**config.mk**
```make
export PLATFORM = sky130hd
export DESIGN_NAME = pc_unit_rs_flat
export DESIGN_NICKNAME = d
export VERILOG_FILES = /design/src/rtl/pc_unit_rs_if.sv /design/src/rtl/pc_unit_rs.sv /design/src/flat_wrapper.sv
export SDC_FILE = /design/constraint.sdc
export NUM_CORES = 1
export LEC_CHECK = 0
export BUFFER_PORTS_ARGS = -buffer_cell sky130_fd_sc_hd__clkbuf_2
export CAP_MARGIN = 30
export CORE_UTILIZATION = 65
export CTS_BUF_LIST = sky130_fd_sc_hd__clkbuf_8 sky130_fd_sc_hd__clkbuf_16
export DETAILED_ROUTE_END_ITERATION = 8
export PLACE_DENSITY = 0.91
export SYNTH_ARGS = -nofsm -noshare
export SYNTH_HDL_FRONTEND = slang
export SYNTH_SLANG_ARGS = --single-unit
```
**constraint.sdc**
```tcl
create_clock -name clock -period 7.11 [get_ports clock]
set_clock_uncertainty 0.1 [all_clocks]
set_input_delay 1.422 -clock clock [delete_from_list [all_inputs] [get_ports clock]]
set_output_delay 1.422 -clock clock [all_outputs]
set_load 0.02 [all_outputs]
```
**src/rtl/pc_unit_rs_if.sv**
```systemverilog
// pc_unit_rs_if: control-side bundle for pc_unit_rs.
// Carries the op select and target in, and the PC and stack status out.
interface pc_unit_rs_if #(
    parameter int WIDTH = 32,
    parameter int DEPTH = 8
);
    localparam int DW = $clog2(DEPTH + 1);
    logic             en;
    logic [2:0]       ps;
    logic [WIDTH-1:0] pc_in;
    logic             err_clr;
    logic [WIDTH-1:0] pc_out;
    logic [WIDTH-1:0] ret_top;
    logic [DW-1:0]    depth;
    logic             full;
    logic             empty;
    logic             ovf;
    logic             unf;
    modport master (
        output en, ps, pc_in, err_clr,
        input  pc_out, ret_top, depth, full, empty, ovf, unf
    );
    modport slave (
        input  en, ps, pc_in, err_clr,
        output pc_out, ret_top, depth, full, empty, ovf, unf
    );
endinterface

```
**src/rtl/pc_unit_rs.sv**
```systemverilog
// pc_unit_rs: program counter with hardware return-address stack and sticky ovf/unf flags.
// Define PC_STACK_TRAP_EN to redirect a failed push or pop to TRAP_VECTOR.
module pc_unit_rs #(
    parameter int               WIDTH       = 32,
    parameter int               DEPTH       = 8,
    parameter int               STEP        = 1,
    parameter logic [WIDTH-1:0] RESET_PC    = '0,
    parameter logic [WIDTH-1:0] TRAP_VECTOR = '0
) (
    input logic         clock,
    input logic         reset,
    pc_unit_rs_if.slave bus
);
    localparam int DW = $clog2(DEPTH + 1);
    localparam int AW = $clog2(DEPTH);
    logic [WIDTH-1:0] r_pc;
    logic [WIDTH-1:0] r_stack [DEPTH];
    logic [DW-1:0]    r_depth;
    logic             r_ovf, r_unf;
    logic             w_full, w_empty, w_push, w_pop, w_ovf, w_unf, w_do_push, w_do_pop, w_jump;
    logic [WIDTH-1:0] w_seq, w_rel, w_top, w_pc_next;
    always_comb begin
        w_full    = r_depth == DW'(DEPTH);
        w_empty   = r_depth == '0;
        w_seq     = r_pc + WIDTH'(STEP);
        w_rel     = r_pc + bus.pc_in;
        w_top     = w_empty ? '0 : r_stack[AW'(r_depth - 1'b1)];
        w_push    = bus.ps == 3'b100 || bus.ps == 3'b101;
        w_pop     = bus.ps == 3'b110;
        w_jump    = w_push || bus.ps == 3'b010 || bus.ps == 3'b011;
        w_ovf     = w_push && w_full;
        w_unf     = w_pop && w_empty;
        w_do_push = bus.en && w_push && !w_full;
        w_do_pop  = bus.en && w_pop && !w_empty;
        // ps[0] picks relative over absolute for every jump/call encoding
        w_pc_next = bus.ps == 3'b001 ? w_seq :
                    w_jump ? (bus.ps[0] ? w_rel : bus.pc_in) :
                    (w_pop && !w_empty) ? w_top : r_pc;
`ifdef PC_STACK_TRAP_EN
        if (w_ovf || w_unf) w_pc_next = TRAP_VECTOR;
`endif
    end
    always_ff @(posedge clock or posedge reset) begin
        if (reset) begin
            r_pc    <= RESET_PC;
            r_depth <= '0;
            r_ovf   <= 1'b0;
            r_unf   <= 1'b0;
        end else begin
            if (bus.en) r_pc <= w_pc_next;
            r_depth <= r_depth + DW'(w_do_push) - DW'(w_do_pop);
            r_ovf   <= (bus.en && w_ovf) || (r_ovf && !bus.err_clr);
            r_unf   <= (bus.en && w_unf) || (r_unf && !bus.err_clr);
        end
    end
    always_ff @(posedge clock) begin
        if (w_do_push) r_stack[AW'(r_depth)] <= w_seq;
    end
    assign bus.pc_out  = r_pc;
    assign bus.ret_top = w_top;
    assign bus.depth   = r_depth;
    assign bus.full    = w_full;
    assign bus.empty   = w_empty;
    assign bus.ovf     = r_ovf;
    assign bus.unf     = r_unf;
endmodule

```
**src/flat_wrapper.sv**
```systemverilog
// flat-port wrapper written by rule: the top's interface ports become plain ports
module pc_unit_rs_flat 
#(
    parameter int               WIDTH       = 32,
    parameter int               DEPTH       = 8,
    parameter int               STEP        = 1,
    parameter logic [WIDTH-1:0] RESET_PC    = '0,
    parameter logic [WIDTH-1:0] TRAP_VECTOR = '0
)
  (clock, reset, bus_en, bus_ps, bus_pc_in, bus_err_clr, bus_pc_out, bus_ret_top, bus_depth, bus_full, bus_empty, bus_ovf, bus_unf);
  pc_unit_rs_if #(.WIDTH(WIDTH), .DEPTH(DEPTH)) bus_i ();
  input logic clock;
  input logic reset;
  input wire logic [$bits(bus_i.en)-1:0] bus_en;
  input wire logic [$bits(bus_i.ps)-1:0] bus_ps;
  input wire logic [$bits(bus_i.pc_in)-1:0] bus_pc_in;
  input wire logic [$bits(bus_i.err_clr)-1:0] bus_err_clr;
  output wire logic [$bits(bus_i.pc_out)-1:0] bus_pc_out;
  output wire logic [$bits(bus_i.ret_top)-1:0] bus_ret_top;
  output wire logic [$bits(bus_i.depth)-1:0] bus_depth;
  output wire logic [$bits(bus_i.full)-1:0] bus_full;
  output wire logic [$bits(bus_i.empty)-1:0] bus_empty;
  output wire logic [$bits(bus_i.ovf)-1:0] bus_ovf;
  output wire logic [$bits(bus_i.unf)-1:0] bus_unf;
  assign bus_i.en = bus_en;
  assign bus_i.ps = bus_ps;
  assign bus_i.pc_in = bus_pc_in;
  assign bus_i.err_clr = bus_err_clr;
  assign bus_pc_out = bus_i.pc_out;
  assign bus_ret_top = bus_i.ret_top;
  assign bus_depth = bus_i.depth;
  assign bus_full = bus_i.full;
  assign bus_empty = bus_i.empty;
  assign bus_ovf = bus_i.ovf;
  assign bus_unf = bus_i.unf;
  pc_unit_rs #(.WIDTH(WIDTH), .DEPTH(DEPTH), .STEP(STEP), .RESET_PC(RESET_PC), .TRAP_VECTOR(TRAP_VECTOR)) u_core (.clock(clock), .reset(reset), .bus(bus_i));
endmodule
```
# After elaboration in Yosys (flattened, before gate mapping)
# Memory sizes are Yosys's and may differ from the RTL's.
# Index checks and enable logic that the tools add are counted.
dict set report totals {
  register_bits 38
  ram_bits 256
  inputBits 39
  output_inout_bits 72
  wordCells 46
  memories 1
}
dict set report op_classes {
  n_addsub 5
  eq_ne 7
  mux 7
  reduce_logical 22
}
# name words width rd rd_ports_with_merged_regs write_ports line_no
set mem_list {}
lappend mem_list {u_core.r_stack 8 32 1 0 1 pc_unit_rs.sv:17} ;# logic [WIDTH-1:0] r_stack [DEPTH];
# operator n
set ops {}
lappend ops {{$mux W32} 5}
lappend ops {{$add A32 B1 Y32 const B} 1}
lappend ops {{$add A32 B32 Y32} 1}
lappend ops {{$logic_and A1 B1 Y1} 11}
lappend ops {{$eq A3 B3 Y1 const B} 3}
lappend ops {{$eq A3 B2 Y1 const B} 2}
lappend ops {{$logic_or A1 B1 Y1} 5}
lappend ops {{$add A4 B1 Y4} 1}
lappend ops {{$eq A4 B4 Y1 const B} 1}
lappend ops {{$logic_not A4 Y1} 1}
lappend ops {{$sub A4 B1 Y4} 1}
lappend ops {{$eq A3 B1 Y1 const B} 1}
lappend ops {{$logic_not A1 Y1} 3}
lappend ops {{$reduce_bool A3 Y1} 1}
lappend ops {{$sub A3 B1 Y3 const B} 1}
lappend ops {{$mux W1} 2}
lappend ops {{$reduce_and A2 Y1} 1}

# Logic depth before layout (Yosys ltp)
# Gate-level depths: netlist of the first run.
dict set report logic_depth {
  depth_word 6
  depth_mapped 16
}

# Least setup slack after synthesis of the first run
# Ideal clock, no wire load.
dict set report synth_timing {
  path_type {register -> output}
  start {register u_core.r_depth[0] (netlist: u_core.bus.depth[0])}
  end {output port bus_ret_top[1]}
  t_arrival_ns 3.166
  setup_slack_ns 2.422
  stages_incl_launch_ff 13
  path_buffers 7
  cell_sequence {dfrtp_1 -> buf_2 -> buf_4 -> buf_4 -> buf_4 -> inv_1 -> ha_1 -> buf_2 -> buf_2 -> buf_1 -> mux4_2 -> nand2_1 -> a21oi_1}
}
dict set report synth_between {
  elab_chain_cells 3
}
# item line_no
set synth_lines {}
lappend synth_lines {{from (decl)} pc_unit_rs.sv:18} ;# logic [DW-1:0] r_depth;
lappend synth_lines {{from (signal assigned)} pc_unit_rs.sv:51} ;# r_depth <= r_depth + DW'(w_do_push) - DW'(w_do_pop);
lappend synth_lines {{$sub A3 B1 Y3} pc_unit_rs.sv:27} ;# w_top = w_empty ? '0 : r_stack[AW'(r_depth - 1'b1)];
lappend synth_lines {{$mem_v2 Z8 W32} -}
lappend synth_lines {{$mux W32 (*)} pc_unit_rs.sv:27}
lappend synth_lines {{to (decl)} flat_wrapper.sv:19} ;# output wire logic [$bits(bus_i.ret_top)-1:0] bus_ret_top;
# Every way passes the cells marked *; elsewhere a longest branch is shown, timed or not.

# Worst setup path in the final report of the first run
dict set report layout_timing {
  start {register u_core.r_depth[0] (netlist: u_core.bus.depth[0])}
  end {output port bus_ret_top[18]}
}
# Same word-level chain as after synthesis.

==> results.toml, run 1 <==
[clock_tree]
post_cts_resized = 0
path_clk_slew_ps = 60
cts_sinks = 294
clockRootBuffer = "clkbuf_16"
holdBufCountCts = 0
cts_tree = "done"
cts_setup_buffers = 0
clock_path_buffers = 3
numCtsBuffers = 28
htreeDepth = 1
clkLatencyLatePin_ps = 550

[synth]
synthAdderAreaFrac_pct = 4.00
ys_top_cells_by_area = "edfxtp_1 53%, mux4_2 10%, dfrtp_1 6.6%"
async_reset_ff_share_pct = 12.9
synth.avg_cell_area_um2 = 13.8
synth.largest_area_cell = "edfxtp_1"
netlist_instances = 1048
synth_edf_count = 256
muxShareOfSynthArea_pct = 11.0
yosysSeqAreaShare_pct = 59.8
synth-compound-area-share_pct = 10.9
syn_nets = 1132
synth_area_um2 = 14400
synth-simple-area-share_pct = 8.69
synth_top_family_by_area = "multiplexers"
netlist.area_leader.share_pct = 53.2
ys.flop_type = "edfxtp_1"
yosys_warnings = 0
synth.distinct_cells = 72
synth_xor_xnor_area_share_pct = 3.46
ys_ff_latch = 294

[cells_and_area]
regArea_um2 = 8640
drive_above_1_share_pct = 22.4
multi_input_area_um2 = 5560
utilization_pct = 75.5
fill_cells = 1247
mostFrequentLayoutCells = "256 x edfxtp_1, 110 x nand2_1, 110 x clkbuf_2, 67 x a21oi_1, 64 x mux4_2"
syn_to_final_growth_pct = 14.1
antennaDiodeCount = 0
layout_commonest_cell = "edfxtp_1"
finalNetCount = 1239

[global_route]
gr-total-overflow = 0
grt_max_degree = 39
grt_antenna_before_repair = 0
grt.total_usage_pct = 34.3
grt_pass1_wl_um = 56800
grt_pass1_vias = 9843

[place]
place_hpwl_um = 24700
gp_routability_congestion = 0.952
io_buffers = 110

[job]
maxCapViolations = 0

[sta]
min_period_ps = 5790
post-route-period-util_pct = 81.5
rsz0062_at_grt = "false"
max_slew.worst_pin.slew_ps = 970
finalMaxSlewViolations = 0
hold_viol_final = 0
setup_viol = 0
clock.fmax_mhz = 173
setup-tns-final_ps = 0
holdWs_ps = 451
max-slew-margin-rel_pct = 34.9

[detailed_routing]
ant_nets = 0
drc = 0
dr.pass1.iters = 6
routed_wl_um = 39100
wl_per_cell_um = 26.9
vias_per_cell = 7.02
drt_iter0_markers = 1316
num_vias = 10200

[floorplanning]
dieArea_um2 = 22800
die_y_um = 151
initial_utilization_pct = 66.2
die_x_um = 151
boundaryPins = 111
placementRows = 54
core_um2 = 21800

[setup_path]
crit_fanout = 36
path_class = "flip-flop to output pin"
critPathLaunchType = "flip-flop"
required_ps = 5590
arrival_ps = 4270
setup.worst_path.end_class = "output pin"

[pwr]
power_frac_comb_pct = 49.1
p_leak_nw = 6.13
pwr_density_cell_nw_per_um2 = 497
vdd.ir_drop.worst_v = 0.000263
seq_power_share_pct = 31.5
swShare_pct = 42.5
p_sw_mw = 3.49
intPower_mw = 4.71
pwr-share-clk_pct = 19.4

[status]
status = "finished, final reports clean"

[hold_path]
min_path_type = "flip-flop to flip-flop"
power groups by stage:
stage          registers, mW  logic, mW  clock network [mW]
2_1_floorplan           2.58       2.69                   0
3_3_place_gp            2.59       3.79                   0
3_5_place_dp            2.61       3.90                   0
4_1_cts                 2.57       3.94                1.60
5_1_grt                 2.60       4.28                1.66
6_report                2.58       4.02                1.59
final timing paths:
path / depth (start not counted) / slack [ps] / from / end
setup / recovery: 8 / 1320 / u_core.bus.depth[0] / bus_ret_top[18]
hold / removal: 2 / 450 / u_core.bus.ovf / u_core.bus.ovf
setup reg to reg: 11 / 2640 / u_core.bus.depth[0] / u_core.bus.pc_out[18]
hold reg to reg: 2 / 450 / u_core.bus.ovf / u_core.bus.ovf
max in group asynchronous: 2 / 5240 / reset / u_core.bus.depth[0]
min in group asynchronous: 2 / 980 / reset / u_core.bus.depth[3]
logic make-up after synthesis:
logic type,after synthesis
DFF,294
and+or+nand+nor,266
AOI/OAI and AO/OA,234
muxes,78
buffers and inverters,74
xor gates and xnor gates,57
adders and majority gates,45
synthesized netlist by cell type (all sizes together) (8+ instances only):
cell type and n:
o21ai 36, buf 28, clkbuf 26, a21o 27, a21oi 68, dfrtp 38, xnor2 35, xor2 22
inv 19, edfxtp 256, nor3 14, a211oi 8, a31oi 12, mux4 64, mux2i 13, nand3 24
and3 21, nand2 110, ha 43, nand4 10, a221oi 18, nor2 54
per-stage QoR:
stage / worst slack [ps] / total power [mW] / instance area [µm²] / cells
3_5_place_dp: 1910 / 6.51 / 15300 / 1398
2_1_floorplan: 2420 / 5.28 / 14400 / 1048
3_3_place_gp: 2060 / 6.38 / 15300 / 1396
5_1_grt: 1140 / 8.54 / 16500 / 1456
6_report: 1320 / 8.20 / 16500 / 1456
4_1_cts: 1340 / 8.11 / 16300 / 1449
critical path, stage by stage, from the launching register on:
cell and delay (ps):
dfrtp_4 840, inv_1 290, ha_2 900, buf_4 610, mux4_2 400, mux2_2 280
nand2_1 140, inv_1 60, clkbuf_2 150
state kept, by name, summed over array words and instances (netlist names):
register / count
u_core.r_stack: 256
u_core.bus.pc_out: 32
u_core.bus.depth: 4
u_core.bus.ovf: 1
u_core.bus.unf: 1
per-layer routing:
metal | vias to the layer above | part of all wire, % | track usage (%)
li1 | 4322 | - | -
met1 | 5022 | 36 | 46.0
met2 | 756 | 48 | 55.6
met3 | 117 | 12 | 6.48
met4 | 0 | 3.9 | 14.4
met5 | - | 0 | 0
area by class of cell:
type	count	share of cell area, %
sequential	294	52.4
multi-input combinational	680	33.7
clock buffer	29	4.40
clock inverter	22	1.59
inverter	20	0.455
timing repair buffer	131	5.30
tap	280	2.13
Power figures use the tool's default switching activity.
==> run 2: changes to the inputs <==
--- a/config.mk
+++ b/config.mk
@@ -7,10 +7,10 @@
 export LEC_CHECK = 0
 export BUFFER_PORTS_ARGS = -buffer_cell sky130_fd_sc_hd__clkbuf_2
 export CAP_MARGIN = 30
-export CORE_UTILIZATION = 65
+export CORE_UTILIZATION = 61
 export CTS_BUF_LIST = sky130_fd_sc_hd__clkbuf_8 sky130_fd_sc_hd__clkbuf_16
 export DETAILED_ROUTE_END_ITERATION = 8
-export PLACE_DENSITY = 0.91
+export PLACE_DENSITY = 0.87
 export SYNTH_ARGS = -nofsm -noshare
 export SYNTH_HDL_FRONTEND = slang
 export SYNTH_SLANG_ARGS = --single-unit
==> constraint.sdc (replaced) <==
create_clock -name clock -period 5.9 [get_ports clock]
set_clock_uncertainty 0.1 [all_clocks]
set_input_delay 1.18 -clock clock [delete_from_list [all_inputs] [get_ports clock]]
set_output_delay 1.18 -clock clock [all_outputs]
set_load 0.02 [all_outputs]
==> run 2 against run 1 <==
  * Worst hold slack lost 11 ps
  * Core utilization decreased by 4.1 points
  * Die area grew 6.5%
  * Register-to-register slack got worse by 610 ps
  * Cell count is 2.3% higher
  * First-iteration DRC count down 7.8%
  * Clock power is 8% higher
  * Critical path depth shrank 1
  * Sequential power up 21%
  * Global-route usage down 2.2 points
  * Clock-buffer cell count grew 2
  * Largest cell class unchanged
  * Largest power group unchanged
  * Highest routed layer unchanged
==> results.toml, run 2 (synthesis gave the netlist of run 1 again) <==
[status]
status = "finished, final reports clean"

[cells_and_area]
syn_to_final_growth_pct = 13.3
fill_cells = 1443
largest_register = "u_core.r_stack"
drive_above_1_share_pct = 22.5
antennaDiodeCount = 0
design_area_um2 = 16400
mostFrequentLayoutCells = "256 x edfxtp_1, 110 x nand2_1, 110 x clkbuf_2, 67 x a21oi_1, 64 x mux4_2"
largest_reg_flops = 256
finalNetCount = 1239
layout_commonest_cell = "edfxtp_1"

[floorplanning]
dieArea_um2 = 24300
boundaryPins = 111
die_y_um = 156
placementRows = 55
initial_utilization_pct = 63.1
core_um2 = 22900
die_x_um = 156

[global_route]
grt.total_usage_pct = 32.1
grt_antenna_before_repair = 0
gr-total-overflow = 0
grt_max_degree = 40
grt_pass1_vias = 9907
grt_pass1_wl_um = 57400

[sta]
setup_viol = 0
finalMaxSlewViolations = 0
max-slew-margin-rel_pct = 34.8
clock.fmax_mhz = 193
post-route-period-util_pct = 87.9
min_period_ps = 5180
setup-tns-final_ps = 0
max_slew.worst_pin.slew_ps = 976
fin_ws_ps = 717
hold_viol_final = 0
rsz0062_at_grt = "false"

[clock_tree]
cts_setup_buffers = 0
numCtsBuffers = 28
cts_tree = "done"
path_clk_slew_ps = 60
cts_sinks = 294
clkLatencyLatePin_ps = 550
htreeDepth = 1
clockRootBuffer = "clkbuf_16"
post_cts_resized = 0
clock_path_buffers = 3
holdBufCountCts = 0

[detailed_routing]
drt_iter0_markers = 1214
drc = 0
ant_nets = 0
wl_per_cell_um = 25.8
num_vias = 10200
routed_wl_um = 38500
vias_per_cell = 6.81
dr.pass1.iters = 9

[setup_path]
cp_slowest_cell = "ha_2"
setup.worst_path.end_class = "output pin"
required_ps = 4620
path_class = "flip-flop to output pin"
worst-path-buf-inv = 3
crit_family = "adder cells"
crit_fanout = 37
timing.critical_path.cells = "inv_1, ha_2, buf_12, mux4_2, nand2_1, a21oi_1, clkbuf_2"
max_stage_delay_ps = 920
arrival_ps = 3900
critPathLaunchType = "flip-flop"

[pwr]
vdd.ir_drop.worst_v = 0.000509
p_leak_nw = 6.08
pwr_density_cell_nw_per_um2 = 593
p_total_mw = 9.71

[place]
gp_routability_congestion = 0.955
io_buffers = 110
place_hpwl_um = 24700
post-place-ws_ps = 1230
dpl-instance-area_um2 = 15400

[hold_path]
min_path_type = "flip-flop to flip-flop"

[job]
maxCapViolations = 0
-- run 2: changes by cell type in the layout (fill, tap and decap cells not counted), sizes merged --
cell,change
clkbuf,+2
bufinv,-5
clkinv,+4
-- run 2: cell type report --
class	instances	area, µm²	share of cell area, %
flip-flops and latches	294	8640	52.8
multi-input cells	680	5560	33.9
well taps	313	392	2.39
inverters	20	75.1	0.458
clock buffers	31	753	4.60
repair buffers	131	836	5.10
clock inverters	21	124	0.756
-- run 2: path summary, 6_finish.rpt --
kind	start	to	slack [ps]	cells past startpoint
min in group asynchronous	reset	u_core.bus.ovf	730	2
min	u_core.bus.ovf	u_core.bus.ovf	440	2
max reg2reg	u_core.bus.depth[0]	u_core.bus.pc_out[18]	2030	10
max	u_core.bus.depth[0]	bus_ret_top[24]	720	7
min reg2reg	u_core.bus.ovf	u_core.bus.ovf	440	2
max in group asynchronous	reset	u_core.bus.depth[0]	4260	2
-- run 2: through the flow --
step	hold WS (ps)	std cells	utilization, %
5_1_grt	459	1490	71.5
2_1_floorplan	516	1048	-
3_5_place_dp	426	1434	67.3
6_report	440	1490	71.5
4_1_cts	438	1486	71.1
3_3_place_gp	419	1430	66.9
-- run 2: tightest hold or removal path, cell delays in order (launching register included) --
cell and delay [ps]:
dfrtp_1 370, inv_1 50, o22ai_1 70
-- run 2: power breakdown --
group	internal, mW	switching (mW)
Clock	0.956	0.753
Sequential	2.75	0.366
Combinational	1.82	3.06
Total	5.53	4.18
-- run 2: routing by layer --
metal | vias up | share of wire [%] | wire length, µm | GRT usage [%]
li1 | 4324 | - | - | -
met1 | 5040 | 38 | 14600 | 43.7
met2 | 662 | 47 | 18100 | 50.3
met3 | 126 | 10 | 3980 | 5.78
met4 | 0 | 4.6 | 1760 | 16.7
met5 | - | 0 | 0 | 0
==> run 3: changes to the inputs <==
--- a/config.mk
+++ b/config.mk
@@ -5,12 +5,13 @@
 export SDC_FILE = /design/constraint.sdc
 export NUM_CORES = 1
 export LEC_CHECK = 0
-export BUFFER_PORTS_ARGS = -buffer_cell sky130_fd_sc_hd__clkbuf_2
 export CAP_MARGIN = 30
-export CORE_UTILIZATION = 61
+export CORE_UTILIZATION = 64
 export CTS_BUF_LIST = sky130_fd_sc_hd__clkbuf_8 sky130_fd_sc_hd__clkbuf_16
 export DETAILED_ROUTE_END_ITERATION = 8
-export PLACE_DENSITY = 0.87
+export DONT_BUFFER_PORTS = 1
+export MAX_ROUTING_LAYER = met4
+export PLACE_DENSITY = 0.86
 export SYNTH_ARGS = -nofsm -noshare
 export SYNTH_HDL_FRONTEND = slang
 export SYNTH_SLANG_ARGS = --single-unit
==> run 3 against run 2 <==
  * The run now ends with DRC left
  * Sequential power rose by 4%
  * Worst hold slack got worse by 150 ps
  * Via count fell by 5.0%
  * Flip-flop and latch count did not move
  * Clock power rose by 4%
  * Critical path depth did not move
  * Worst setup slack improved by 400 ps
  * Die area fell by 4.6%
  * Global-route usage rose by 1.6 points
==> results.toml, run 3 (synthesis gave the netlist of run 1 again) <==
[sta]
fin_ws_ps = 1120
finalMaxSlewViolations = 0
post-route-period-util_pct = 81.1
rsz0062_at_grt = "false"
holdWs_ps = 287
min_period_ps = 4780
max-slew-margin-rel_pct = 33.4
setup_viol = 0
hold_viol_final = 0
clock.fmax_mhz = 209
setup-tns-final_ps = 0
max_slew.worst_pin.slew_ps = 999

[pwr]
vdd.ir_drop.worst_v = 0.000391
pwr_density_cell_nw_per_um2 = 592
p_total_mw = 9.43
p_leak_nw = 5.70

[cells_and_area]
finalNetCount = 1139
layout_commonest_cell = "edfxtp_1"
drive_above_1_share_pct = 15.0
largest_register = "u_core.r_stack"
stdcell_count = 1358
mostFrequentLayoutCells = "256 x edfxtp_1, 110 x nand2_1, 67 x a21oi_1, 64 x mux4_2, 52 x nor2_1"
largest_reg_flops = 256
regArea_um2 = 8640
fill_cells = 1389
multi_input_area_um2 = 5560
syn_to_final_growth_pct = 10.3

[status]
violations = "DRC"
status = "complete, but fails checks"

[global_route]
grt_pass1_wl_um = 56600
gr-usage-met2_pct = 51.2
grtUsageMet1_pct = 42.7
grt_pass1_vias = 9667
gr-total-overflow = 0
grt_max_degree = 39
gr-max-usage-layer = "met2"
grt_antenna_before_repair = 1
use_met3_pct = 8.28
grt.total_usage_pct = 33.7

[floorplanning]
initial_utilization_pct = 65.8
placementRows = 54
boundaryPins = 111
core_um2 = 22000
dieArea_um2 = 23200
die_x_um = 152
die_y_um = 152

[detailed_routing]
ant_nets = 0
drc = 10
num_vias = 9646
wl_per_cell_um = 27.7
dr.pass1.iters = 8
drt_iter0_markers = 986
vias_per_cell = 7.10
routed_wl_um = 37600

[setup_path]
crit_fanout = 34
critPathLaunchType = "flip-flop"
required_ps = 4620
arrival_ps = 3500
path_class = "flip-flop to output pin"
r2r_cells = 10
setup.worst_path.end_class = "output pin"

[clock_tree]
cts_sinks = 294
htreeDepth = 1
clockRootBuffer = "clkbuf_16"
cts_tree = "done"
clock_path_buffers = 3
cts_setup_buffers = 0
holdBufCountCts = 0
path_clk_slew_ps = 70
numCtsBuffers = 29
post_cts_resized = 0
clkLatencyLatePin_ps = 540

[place]
gp_routability_congestion = 0.947
place_hpwl_um = 24600
dp.cells = 1300
post-place-ws_ps = 1720
io_buffers = 0

[hold_path]
min_path_type = "input port to async pin"

[job]
maxCapViolations = 0
[run 3: changes by cell type in the layout (fill, tap and decap cells not counted), moves of 5 or more]
cell	before	now
buf_4	12	20
clkinv_2	8	2
clkbuf_2	110	0
inv_1	24	29
[run 3: through the flow]
stage	area, µm²	util, %
floorplan	14400	-
global placement	14800	67.4
detailed placement	14900	67.9
CTS	15800	72.1
global route	15900	72.5
finish	15900	72.5
[run 3: worst paths after layout]
path / startpoint / slack, ps / endpoint
max: u_core.bus.depth[1] / 1120 / bus_ret_top[11]
min: reset / 290 / u_core.bus.ovf
max reg2reg: u_core.bus.pc_out[0] / 2140 / u_core.bus.pc_out[30]
min reg2reg: u_core.bus.ovf / 560 / u_core.bus.ovf
max in group asynchronous: reset / 4960 / u_core.bus.pc_out[8]
min in group clock: u_core.bus.ovf / 560 / u_core.bus.ovf
[run 3: worst max-delay path: stages, from the launching register on]
cell     delay (ps)
dfrtp_1         560
inv_1           210
ha_2            920
buf_12          310
mux4_2          220
nand2_1          60
a21oi_1         400
buf_4           220
[run 3: power breakdown]
part | total, mW | switching, mW | leakage, nW | internal, mW
clock | 1.77 | 0.750 | 0.484 | 1.02
combinational | 4.43 | 2.81 | 2.46 | 1.63
sequential | 3.23 | 0.487 | 2.75 | 2.74
total | 9.43 | 4.05 | 5.70 | 5.38
[run 3: area by class of cell]
| class | instances | area share [%] |
|---|---|---|
| sequential | 294 | 54.2 |
| multi-input combinational | 680 | 34.9 |
| clock buffer | 32 | 4.81 |
| timing repair buffer | 30 | 2.36 |
| tap | 280 | 2.20 |
| clock inverter | 21 | 0.990 |
| inverter | 20 | 0.471 |
| antenna | 1 | 0.0157 |
[run 3: per-layer routing]
layer | part of all wire [%] | vias up
met2 | 47 | 666
li1 | - | 4127
met1 | 36 | 4721
met3 | 12 | 132
met5 | 0 | -
met4 | 4.7 | 0
